File: src/rtl/freq_counter_pkg.sv
// Shared types and constants for the multi-channel frequency counter:
// FSM state encoding, gate-shift width and the 7-segment decode table.
package freq_counter_pkg;

  typedef enum logic [1:0] {
    ST_IDLE  = 2'd0,
    ST_GATE  = 2'd1,
    ST_LATCH = 2'd2
  } state_t;

  localparam int GATE_SHIFT_W = 2;
  localparam int BCD_DIGITS   = 6;
  localparam int DD_MAX_BITS  = 20;
  localparam int SCAN_W       = 16;

  // Active-low segments, bit 0 = a ... bit 6 = g.
  localparam logic [6:0] SEG_BLANK = 7'h7F;
  localparam logic [6:0] SEG_DASH  = 7'h3F;
  localparam logic [6:0] SEG_DIGIT [10] = '{
    7'h40, 7'h79, 7'h24, 7'h30, 7'h19, 7'h12, 7'h02, 7'h78, 7'h00, 7'h10
  };

  function automatic logic [6:0] seg_decode(input logic [3:0] d);
    if (d > 4'd9) return SEG_BLANK;
    return SEG_DIGIT[d];
  endfunction

  // Double-dabble correction step: add 3 to every BCD nibble that is 5 or more.
  function automatic logic [23:0] bcd_adjust(input logic [23:0] bcd);
    logic [23:0] r;
    r = bcd;
    for (int i = 0; i < BCD_DIGITS; i++) begin
      if (r[i*4 +: 4] >= 4'd5) r[i*4 +: 4] = r[i*4 +: 4] + 4'd3;
    end
    return r;
  endfunction

endpackage

File: src/rtl/freq_edge_counter.sv
// One measurement channel: 2-flop synchronizer, rising-edge detector and a
// saturating edge counter with synchronous clear and count enable.
module freq_edge_counter #(
  parameter int CNT_W = 24
) (
  input  logic             clk,
  input  logic             rst,
  input  logic             freq_in,
  input  logic             count_en,
  input  logic             clr,
  output logic [CNT_W-1:0] count,
  output logic             sat
);

  // [0],[1] synchronize; [2] holds the previous synchronized level.
  logic [2:0] sync_q;
  logic       edge_det;

  // NOTE: sequential state uses non-blocking assignments so every flop samples
  // the pre-edge value of its neighbour; blocking here would collapse the chain.
  always_ff @(posedge clk) begin
    if (rst) sync_q <= '0;
    else     sync_q <= {sync_q[1:0], freq_in};
  end

  assign edge_det = sync_q[1] & ~sync_q[2];

  always_ff @(posedge clk) begin
    if (rst || clr) begin
      count <= '0;
      sat   <= 1'b0;
    end else if (count_en && edge_det) begin
      if (&count) sat   <= 1'b1;
      else        count <= count + 1'b1;
    end
  end

endmodule

File: src/rtl/freq_counter_mc.sv
// Multi-channel gated frequency counter with optional 6-digit 7-segment
// display path, compiled in when FREQ_COUNTER_SEG_EN is defined.
module freq_counter_mc
  import freq_counter_pkg::*;
#(
  parameter int NUM_CH      = 4,
  parameter int CNT_W       = 24,
  parameter int GATE_CYCLES = 50_000_000,
  localparam int SEL_W      = (NUM_CH > 1) ? $clog2(NUM_CH) : 1
) (
  input  logic                    clk,
  input  logic                    rst,
  input  logic [NUM_CH-1:0]       freq_in,
  input  logic                    enable,
  input  logic                    single_shot,
  input  logic [GATE_SHIFT_W-1:0] gate_sel,
  input  logic [SEL_W-1:0]        ch_sel,
  output logic [CNT_W-1:0]        count_out,
  output logic                    count_valid,
  output logic [NUM_CH-1:0]       overflow,
  output logic                    busy,
  output logic [6:0]              segment_output,
  output logic [5:0]              anode_common,
  output logic [2:0]              led_status
);

  localparam longint unsigned MAX_GATE = longint'(GATE_CYCLES) << (2**GATE_SHIFT_W - 1);
  localparam int GATE_W = $clog2(MAX_GATE);

  state_t              state, next_state;
  logic [GATE_W-1:0]   gate_cnt;
  logic                ss_q;
  logic                gate_open, latch_now;
  logic [CNT_W-1:0]    cnt [NUM_CH];
  logic [NUM_CH-1:0]   sat;
  logic [CNT_W-1:0]    result [NUM_CH];
  logic [20:0]         stretch_q;

  always_ff @(posedge clk) begin
    if (rst) state <= ST_IDLE;
    else     state <= next_state;
  end

  // NOTE: every always_comb output gets a default first so no path can leave
  // it unassigned and infer a latch.
  always_comb begin
    next_state = state;
    case (state)
      ST_IDLE:  if (enable) next_state = ST_GATE;
      ST_GATE:  if (gate_cnt == '0) next_state = ST_LATCH;
      ST_LATCH: next_state = (enable && !ss_q) ? ST_GATE : ST_IDLE;
      default:  next_state = ST_IDLE;
    endcase
  end

  always_comb begin
    gate_open = (state == ST_GATE);
    latch_now = (state == ST_LATCH);
  end

  assign busy = gate_open;

  // Gate length and mode are captured only on entry to GATE.
  always_ff @(posedge clk) begin
    if (rst) begin
      gate_cnt <= '0;
      ss_q     <= 1'b1;
    end else if (next_state == ST_GATE && state != ST_GATE) begin
      gate_cnt <= (GATE_W'(GATE_CYCLES) << gate_sel) - GATE_W'(1);
      ss_q     <= single_shot;
    end else if (gate_open && gate_cnt != '0) begin
      gate_cnt <= gate_cnt - GATE_W'(1);
    end
  end

  for (genvar g = 0; g < NUM_CH; g++) begin : g_ch
    freq_edge_counter #(.CNT_W(CNT_W)) u_cnt (
      .clk      (clk),
      .rst      (rst),
      .freq_in  (freq_in[g]),
      .count_en (gate_open),
      .clr      (latch_now),
      .count    (cnt[g]),
      .sat      (sat[g])
    );
  end

  // NOTE: the result array is a handful of flops rather than a RAM, so it is
  // reset explicitly and count_out reads 0 straight after reset.
  always_ff @(posedge clk) begin
    if (rst) begin
      for (int i = 0; i < NUM_CH; i++) result[i] <= '0;
      overflow    <= '0;
      count_valid <= 1'b0;
    end else begin
      count_valid <= latch_now;
      if (latch_now) begin
        for (int i = 0; i < NUM_CH; i++) result[i] <= cnt[i];
        overflow <= sat;
      end
    end
  end

  always_comb begin
    count_out = '0;
    for (int i = 0; i < NUM_CH; i++)
      if (SEL_W'(i) == ch_sel) count_out = result[i];
  end

  always_ff @(posedge clk) begin
    if (rst)                  stretch_q <= '0;
    else if (count_valid)     stretch_q <= 21'h100000;
    else if (stretch_q != '0) stretch_q <= stretch_q - 21'd1;
  end

  assign led_status = {|overflow, count_valid | (stretch_q != '0), gate_open};

`ifdef FREQ_COUNTER_SEG_EN
  localparam int DD_BITS = (CNT_W < DD_MAX_BITS) ? CNT_W : DD_MAX_BITS;

  logic [DD_BITS-1:0]      dd_bin;
  logic [23:0]             dd_bcd, dd_adj, disp_bcd;
  logic [4:0]              dd_left;
  logic                    sel_ovf, ovf_pend, disp_ovf, disp_on;
  logic [SCAN_W-1:0]       scan_div;
  logic [2:0]              digit_idx;
  logic [3:0]              cur_digit;
  logic                    lead_blank;

  always_comb begin
    sel_ovf = 1'b0;
    for (int i = 0; i < NUM_CH; i++)
      if (SEL_W'(i) == ch_sel) sel_ovf = overflow[i];
  end

  assign dd_adj = bcd_adjust(dd_bcd);

  // One binary bit shifted into the BCD register per cycle.
  always_ff @(posedge clk) begin
    if (rst) begin
      dd_bin   <= '0;
      dd_bcd   <= '0;
      dd_left  <= '0;
      disp_bcd <= '0;
      ovf_pend <= 1'b0;
      disp_ovf <= 1'b0;
      disp_on  <= 1'b0;
    end else if (count_valid) begin
      dd_bin   <= count_out[DD_BITS-1:0];
      dd_bcd   <= '0;
      dd_left  <= 5'(DD_BITS);
      ovf_pend <= sel_ovf;
    end else if (dd_left != '0) begin
      {dd_bcd, dd_bin} <= {dd_adj, dd_bin} << 1;
      dd_left          <= dd_left - 5'd1;
      if (dd_left == 5'd1) begin
        disp_bcd <= {dd_adj[22:0], dd_bin[DD_BITS-1]};
        disp_ovf <= ovf_pend;
        disp_on  <= 1'b1;
      end
    end
  end

  always_ff @(posedge clk) begin
    if (rst) begin
      scan_div  <= '0;
      digit_idx <= '0;
    end else begin
      scan_div <= scan_div + 1'b1;
      if (&scan_div) digit_idx <= (digit_idx == 3'd5) ? 3'd0 : digit_idx + 3'd1;
    end
  end

  always_comb begin
    cur_digit  = disp_bcd[digit_idx*4 +: 4];
    lead_blank = (digit_idx != 3'd0) && ((disp_bcd >> {digit_idx, 2'b00}) == 24'd0);
  end

  always_ff @(posedge clk) begin
    if (rst) begin
      segment_output <= SEG_BLANK;
      anode_common   <= 6'h3F;
    end else begin
      anode_common <= ~(6'd1 << digit_idx);
      if (!disp_on || (lead_blank && !disp_ovf)) segment_output <= SEG_BLANK;
      else if (disp_ovf)                         segment_output <= SEG_DASH;
      else                                       segment_output <= seg_decode(cur_digit);
    end
  end
`else
  assign segment_output = 7'h7F;
  assign anode_common   = 6'h3F;
`endif

endmodule

File: config.mk
export PLATFORM = sky130hd
export DESIGN_NAME = freq_counter_mc
export DESIGN_NICKNAME = d
export VERILOG_FILES = /design/src/rtl/freq_counter_pkg.sv /design/src/rtl/freq_edge_counter.sv /design/src/rtl/freq_counter_mc.sv
export SDC_FILE = /design/constraint.sdc
export NUM_CORES = 1
export LEC_CHECK = 0
export BUFFER_PORTS_ARGS = -buffer_cell sky130_fd_sc_hd__buf_2
export CORE_MARGIN = 2
export CORE_UTILIZATION = 30
export CTS_BUF_LIST = sky130_fd_sc_hd__clkbuf_16
export DETAILED_ROUTE_END_ITERATION = 10
export PLACE_DENSITY = 0.48
export REMOVE_ABC_BUFFERS = 1
export SETUP_SLACK_MARGIN = 0.4
export SYNTH_ARGS = -nofsm -noshare
export SYNTH_HDL_FRONTEND = slang
export SYNTH_SLANG_ARGS = --single-unit
File: constraint.sdc
create_clock -name clk -period 6.9 [get_ports clk]
set_clock_uncertainty 0.15 [all_clocks]
set_input_delay 0.69 -clock clk [delete_from_list [all_inputs] [get_ports clk]]
set_output_delay 0.69 -clock clk [all_outputs]
set_load 0.1 [all_outputs]
Yosys cells after proc, flatten, opt, wreduce, memory -nomap -nowiden
Memory sizes are Yosys's and may differ from the RTL's.
Index checks and enable logic that the tools add are counted.
Storage, ports and cells
  output and inout bits: 46
  RAM bits: 96
  input port bits: 12
  word-level logic and storage cells: 103
  memories: 1
  register bits after elaboration: 170
Memory list
  result: words 4, bits a word 24, read ports 4, clocked after Yosys merged registers in 0, wr ports 4, line freq_counter_mc.sv:36  | logic [CNT_W-1:0] result [NUM_CH];
Operators by class
  shifts and indexed selects: 1
  mux-type cells: 21
  bitwise operators: 17
  $add $sub $neg: 7
  equality and inequality tests: 7
  reductions and logical operators: 30
Operators by type and width (number)
  $mux 24: 8
  $reduce_and 25->1: 4
  $add 24x1->24 const B: 4
  $reduce_and 24->1: 4
  $mux 29: 2
  $mux 21: 2
  $logic_not 29->1: 1
  $reduce_bool 29->1: 1
  $shl 26x2->29 const A: 1
  $sub 29x1->29 const B: 1
  $sub 29x2->29 const B: 1
  $reduce_bool 21->1: 1
  $sub 21x1->21 const B: 1
  $not 1->1: 8
  $reduce_and 2->1: 4
  $logic_and 1x1->1: 7
  $mux 1: 6
  $pmux 2 s3: 1
  $or 1x1->1: 5
  $and 1x1->1: 4
  $eq 2x1->1 const B: 2
  $eq 2x2->1 const A: 2
  $logic_not 2->1: 2
  $mux 2: 2
  8 further kinds: 9

Depth between registers and ports, before layout
  word-level depth: 7
  depth in mapped cells: 9
  depth with buffers taken out: 7

Hierarchy
From an unflattened synthesis, not the netlist that was laid out.
Second synthesis, totals
  cells, all modules: 1285
  area, all modules: 13100.1 µm²
By module, submodules not included
  freq_counter_mc: cells an instance 609, area each 7249.5 µm², instances 1, sequential area each 4043.9 µm²
  freq_edge_counter: cells an instance 169, area each 1462.7 µm², instances 4, sequential area each 560.5 µm²

Least setup slack after synthesis
OpenSTA, ideal clock, no wires.
  path type: reg2reg
  start: register state[1]
  end: memory result[0][0] (enable)
  setup time: 498 ps
  required time: 6252 ps
  data arrival time: 4224 ps
  clock period less this slack: 4872 ps
  cell stages (with the launch flop): 8
  path slack: 2028 ps
  buffers on the path: 4
  path through: dfxtp_1 clkbuf_1 nand2b_1 nor2b_1 inv_1 clkbuf_1 clkbuf_1 clkbuf_1
RTL lines
  from (decl): line freq_counter_mc.sv:30  | state_t state, next_state;
  from (signal assigned): line freq_counter_mc.sv:41  | else state <= next_state;
  to (decl): line freq_counter_mc.sv:36

Worst setup path after layout
  start: register stretch_q[0]
  end: output port led_status[1]
On the way
  cells in the longest elaborated chain, start to end: 2
RTL lines
  from (decl): line freq_counter_mc.sv:37  | logic [20:0] stretch_q;
  from (signal assigned): line freq_counter_mc.sv:113  | else if (stretch_q != '0) stretch_q <= stretch_q - 21'd1;
  $reduce_bool 21->1: line freq_counter_mc.sv:116  | assign led_status = {|overflow, count_valid | (stretch_q != '0), gate_open};
  $or 1x1->1: line freq_counter_mc.sv:116
  to (decl): line freq_counter_mc.sv:24  | output logic [2:0] led_status
Every way passes these cells.

==> key figures <==
Finish
  – Fraction of layout instances using a drive strength above 1: 13.3%
  – Register area: 6290 um2
  – Multi-input combinational cell area: 5750 um2
  – Number of inserted diodes: 0
  – Final core utilization: 34.2%
  – Layout Nets: 1,243
  – Number of filler instances in the final layout: 4,159
  – P&R area growth vs syn: 12.6%

Route
  – DR DRC count: 0
  – Final WL: 30.8 mm
  – WL/cell: 17.3 um
  – DR pass1 iterations: 4
  – Via density per instance: a little over 5
  – Antenna-violating nets left: 0
  – DRC violation total after the first TritonRoute iteration: around 420
  – Vias: 9,022

Clocking
  – Clock transition at path regs: roughly 0.060 ns
  – Deepest clock path buffer count: 3
  – Number of buffers created by CTS: 31
  – Hold buffer count at cts: 0
  – Maximum level of the CTS H-tree: 1
  – CTS tree: yes
  – Clock latency reported for the late side of the worst-skew pair: 0.58 ns
  – Number of setup buffers added after CTS: 0
  – Clock Sink Count: roughly 270
  – Post-CTS sizing: 0
  – Buffer cell driving the clock tree root: sky130_fd_sc_hd__clkbuf_16

Setup path
  – Setup CP Type: reg -> out
  – CP Max Fanout: 13
  – Nature of the critical path startpoint: flip-flop
  – Kind of capture point of the worst setup path: output port
  – Register-to-register setup slack: 3.82 ns
  – Arr. time, crit path: between 3 and 4 ns
  – Req. time, crit path: a little over 6 ns

Synthesis
  – Synthesis-stage register bit count: 266
  – Most common flop cell mapped by yosys: sky130_fd_sc_hd__dfxtp_1
  – Post-synth ARST share: 0%
  – Sequential-to-total area share from yosys stat: around half
  – Yosys warning count: 0
  – Number of distinct library cells after synthesis: 84
  – Cells after Synth: 1,202
  – Syn Std Cell Area: 12,500 um2
  – Avg Inst Size Synth: between 10 and 15 um2
  – EDFF count, synth: between 90 and 100

Power
  – Max rail drop VDD: about 0.00021 V
  – Leak Pwr: 4.82 nW
  – Power Dens Cells: 277 nW/um2

GRT
  – Largest net degree at the start of global routing: 92
  – Antenna violations before repair: 0
  – Via count of the first global-routing pass: 8,619
  – Global route total overflow: 0
  – Overall Global Routing Usage: 14.1%
  – Global-route wire length before repair: 49.0 mm

Floorplanning
  – Die area: 43,100 um2
  – Number of ports placed on the die boundary: between 50 and 60
  – Starting utilization of the core area: 30.4%
  – Total core area: just over 40,000 um2
  – Horizontal die dimension: 208 um
  – Die height: 208 um
  – Number of rows in the core area: 74

STA
  – Final slew viol count: 0
  – Final setup TNS: 0 ns
  – Peak Freq: 248 MHz
  – Final worst-path cycle share: 58.5%
  – RSZ-0062 raised after global routing: false
  – Post-layout worst setup margin: about 2.9 ns
  – Slew at the pin closest to its max-slew limit: 1.32 ns
  – Rel. slew slack: 11.4%
  – Clock period minus final worst setup slack: 4.03 ns
  – Final Hold Vio Count: 0
  – Final setup fails: 0

Placement
  – Worst-case setup slack after placement: 3.52 ns
  – Number of I/O port buffers: 44
  – Half-perimeter wire length of the detailed placement result: 20.7 mm
  – Routability cong.: about 0.8

Hold path
  – Hold Crit Class: in -> reg

Flow run
  – Count of maximum capacitance violations: 0

Run status
  – Status: finished, final reports clean
[layout by cell type, fill, tap and decap left out, types with 9 or more instances in the layout]
master / count
sky130_fd_sc_hd__a211oi_1: 15
sky130_fd_sc_hd__a21oi_1: 53
sky130_fd_sc_hd__a31oi_1: 22
sky130_fd_sc_hd__and2_1: 94
sky130_fd_sc_hd__and3_1: 11
sky130_fd_sc_hd__and4_1: 16
sky130_fd_sc_hd__buf_2: 44
sky130_fd_sc_hd__buf_4: 12
sky130_fd_sc_hd__clkbuf_16: 31
sky130_fd_sc_hd__clkinv_1: 10
sky130_fd_sc_hd__conb_1: 13
sky130_fd_sc_hd__dfxtp_1: 170
sky130_fd_sc_hd__edfxtp_1: 96
sky130_fd_sc_hd__inv_1: 28
sky130_fd_sc_hd__mux2i_1: 10
sky130_fd_sc_hd__mux4_2: 24
sky130_fd_sc_hd__nand2_1: 54
sky130_fd_sc_hd__nand2b_1: 9
sky130_fd_sc_hd__nand3_1: 39
sky130_fd_sc_hd__nand4_1: 35
sky130_fd_sc_hd__nor2_1: 115
sky130_fd_sc_hd__nor2b_1: 14
sky130_fd_sc_hd__nor3_1: 32
sky130_fd_sc_hd__nor4_1: 17
sky130_fd_sc_hd__o21ai_0: 24
sky130_fd_sc_hd__o31ai_1: 12
sky130_fd_sc_hd__or3_1: 20
sky130_fd_sc_hd__or4_1: 24
sky130_fd_sc_hd__xnor2_1: 59
sky130_fd_sc_hd__xor2_1: 16
[power breakdown]
| group | internal (W) | total (W) | leakage [nW] | switching, W |
|---|---|---|---|---|
| registers | 0.00170 | 0.00176 | 2.36 | 0.0000624 |
| clock network | 0.000847 | 0.00150 | 0.487 | 0.000658 |
| logic | 0.000203 | 0.000618 | 1.97 | 0.000416 |
| total | 0.00275 | 0.00388 | 4.82 | 0.00114 |
[final cells by class]
class | instances | area share (%)
inverters | 20 | 0.571
clock inverters | 26 | 1.05
clock buffers | 31 | 5.54
repair buffers | 56 | 2.21
well taps | 532 | 4.75
flip-flops and latches | 266 | 44.9
multi-input cells | 849 | 41.0
[metal layers]
metal / part of all wire (%) / vias up / GRT usage (%)
met5: 0 / - / 0
met4: 2.6 / 0 / 4.06
met3: 3.6 / 43 / 2.36
met2: 47 / 155 / 23.3
met1: 47 / 4346 / 19.0
li1: - / 4478 / -
[logic make-up after synthesis]
family	after synthesis	synth area share (%)
adders and majority gates	7	0.703
AOI/OAI and AO/OA	193	10.6
DFF	266	50.5
muxes	34	5.15
buffers and inverters	99	3.93
xor gates and xnor gates	75	5.28
and+or+nand+nor	527	23.8
other	1	0.0301
[worst max-delay path, cell delays in order (launching register included)]
cell	delay, ns
sky130_fd_sc_hd__dfxtp_1	0.34
sky130_fd_sc_hd__inv_1	0.08
sky130_fd_sc_hd__ha_1	0.15
sky130_fd_sc_hd__or3b_2	0.57
sky130_fd_sc_hd__nor4_2	0.93
sky130_fd_sc_hd__nand3_1	0.19
sky130_fd_sc_hd__buf_2	0.36
[cell usage after synthesis, types with 9 or more instances]
library cell / n / area, um2
sky130_fd_sc_hd__dfxtp_1: 170 / 3400
sky130_fd_sc_hd__nor2_1: 116 / 435
sky130_fd_sc_hd__edfxtp_1: 96 / 2880
sky130_fd_sc_hd__and2_1: 94 / 588
sky130_fd_sc_hd__xnor2_1: 59 / 517
sky130_fd_sc_hd__nand2_1: 54 / 203
sky130_fd_sc_hd__a21oi_1: 53 / 265
sky130_fd_sc_hd__clkbuf_1: 48 / 180
sky130_fd_sc_hd__nand3_1: 39 / 195
sky130_fd_sc_hd__nand4_1: 35 / 219
sky130_fd_sc_hd__nor3_1: 32 / 160
sky130_fd_sc_hd__mux4_2: 24 / 541
sky130_fd_sc_hd__o21ai_0: 24 / 120
sky130_fd_sc_hd__or4_1: 24 / 180
sky130_fd_sc_hd__a31oi_1: 22 / 138
sky130_fd_sc_hd__or3_1: 20 / 125
sky130_fd_sc_hd__inv_1: 19 / 71.3
sky130_fd_sc_hd__nor4_1: 19 / 119
sky130_fd_sc_hd__and4_1: 16 / 140
sky130_fd_sc_hd__buf_4: 16 / 120
sky130_fd_sc_hd__xor2_1: 16 / 140
sky130_fd_sc_hd__a211oi_1: 15 / 113
sky130_fd_sc_hd__nor2b_1: 15 / 93.8
sky130_fd_sc_hd__o31ai_1: 12 / 90.1
sky130_fd_sc_hd__and3_1: 11 / 68.8
sky130_fd_sc_hd__mux2i_1: 10 / 100
sky130_fd_sc_hd__nand2b_1: 9 / 56.3
[final timing paths]
path                                         startpoint  depth (start not counted)                 endpoint
worst max register to register                 state[1]                          6  g_ch[1].u_cnt.count[19]
worst min-delay path                        single_shot                          3                     ss_q
worst max-delay path                       stretch_q[0]                          6            led_status[1]
worst min register to register  g_ch[1].u_cnt.sync_q[0]                          1  g_ch[1].u_cnt.sync_q[1]
[stage by stage]
step	power, W	instance area, um2	std cells	hold slack (ns)
after floorplan	0.00227	12100	1135	0.264
after global placement	0.00241	13100	1723	0.268
after detailed placement	0.00241	13100	1723	0.273
after CTS	0.00394	14000	1780	0.142
after global routing	0.00407	14000	1780	0.153
final	0.00388	14000	1780	0.179
[sequential cells by signal, indices dropped and copies added (netlist names)]
signal             count
gate_cnt              29
g_ch.u_cnt.sync_q     12
g_ch.u_cnt.count      96
g_ch.u_cnt.sat         4
result                96
ss_q                   1
state                  2
overflow               4
stretch_q             21
count_valid            1
Note: power is estimated with default switching activity, not from simulation.
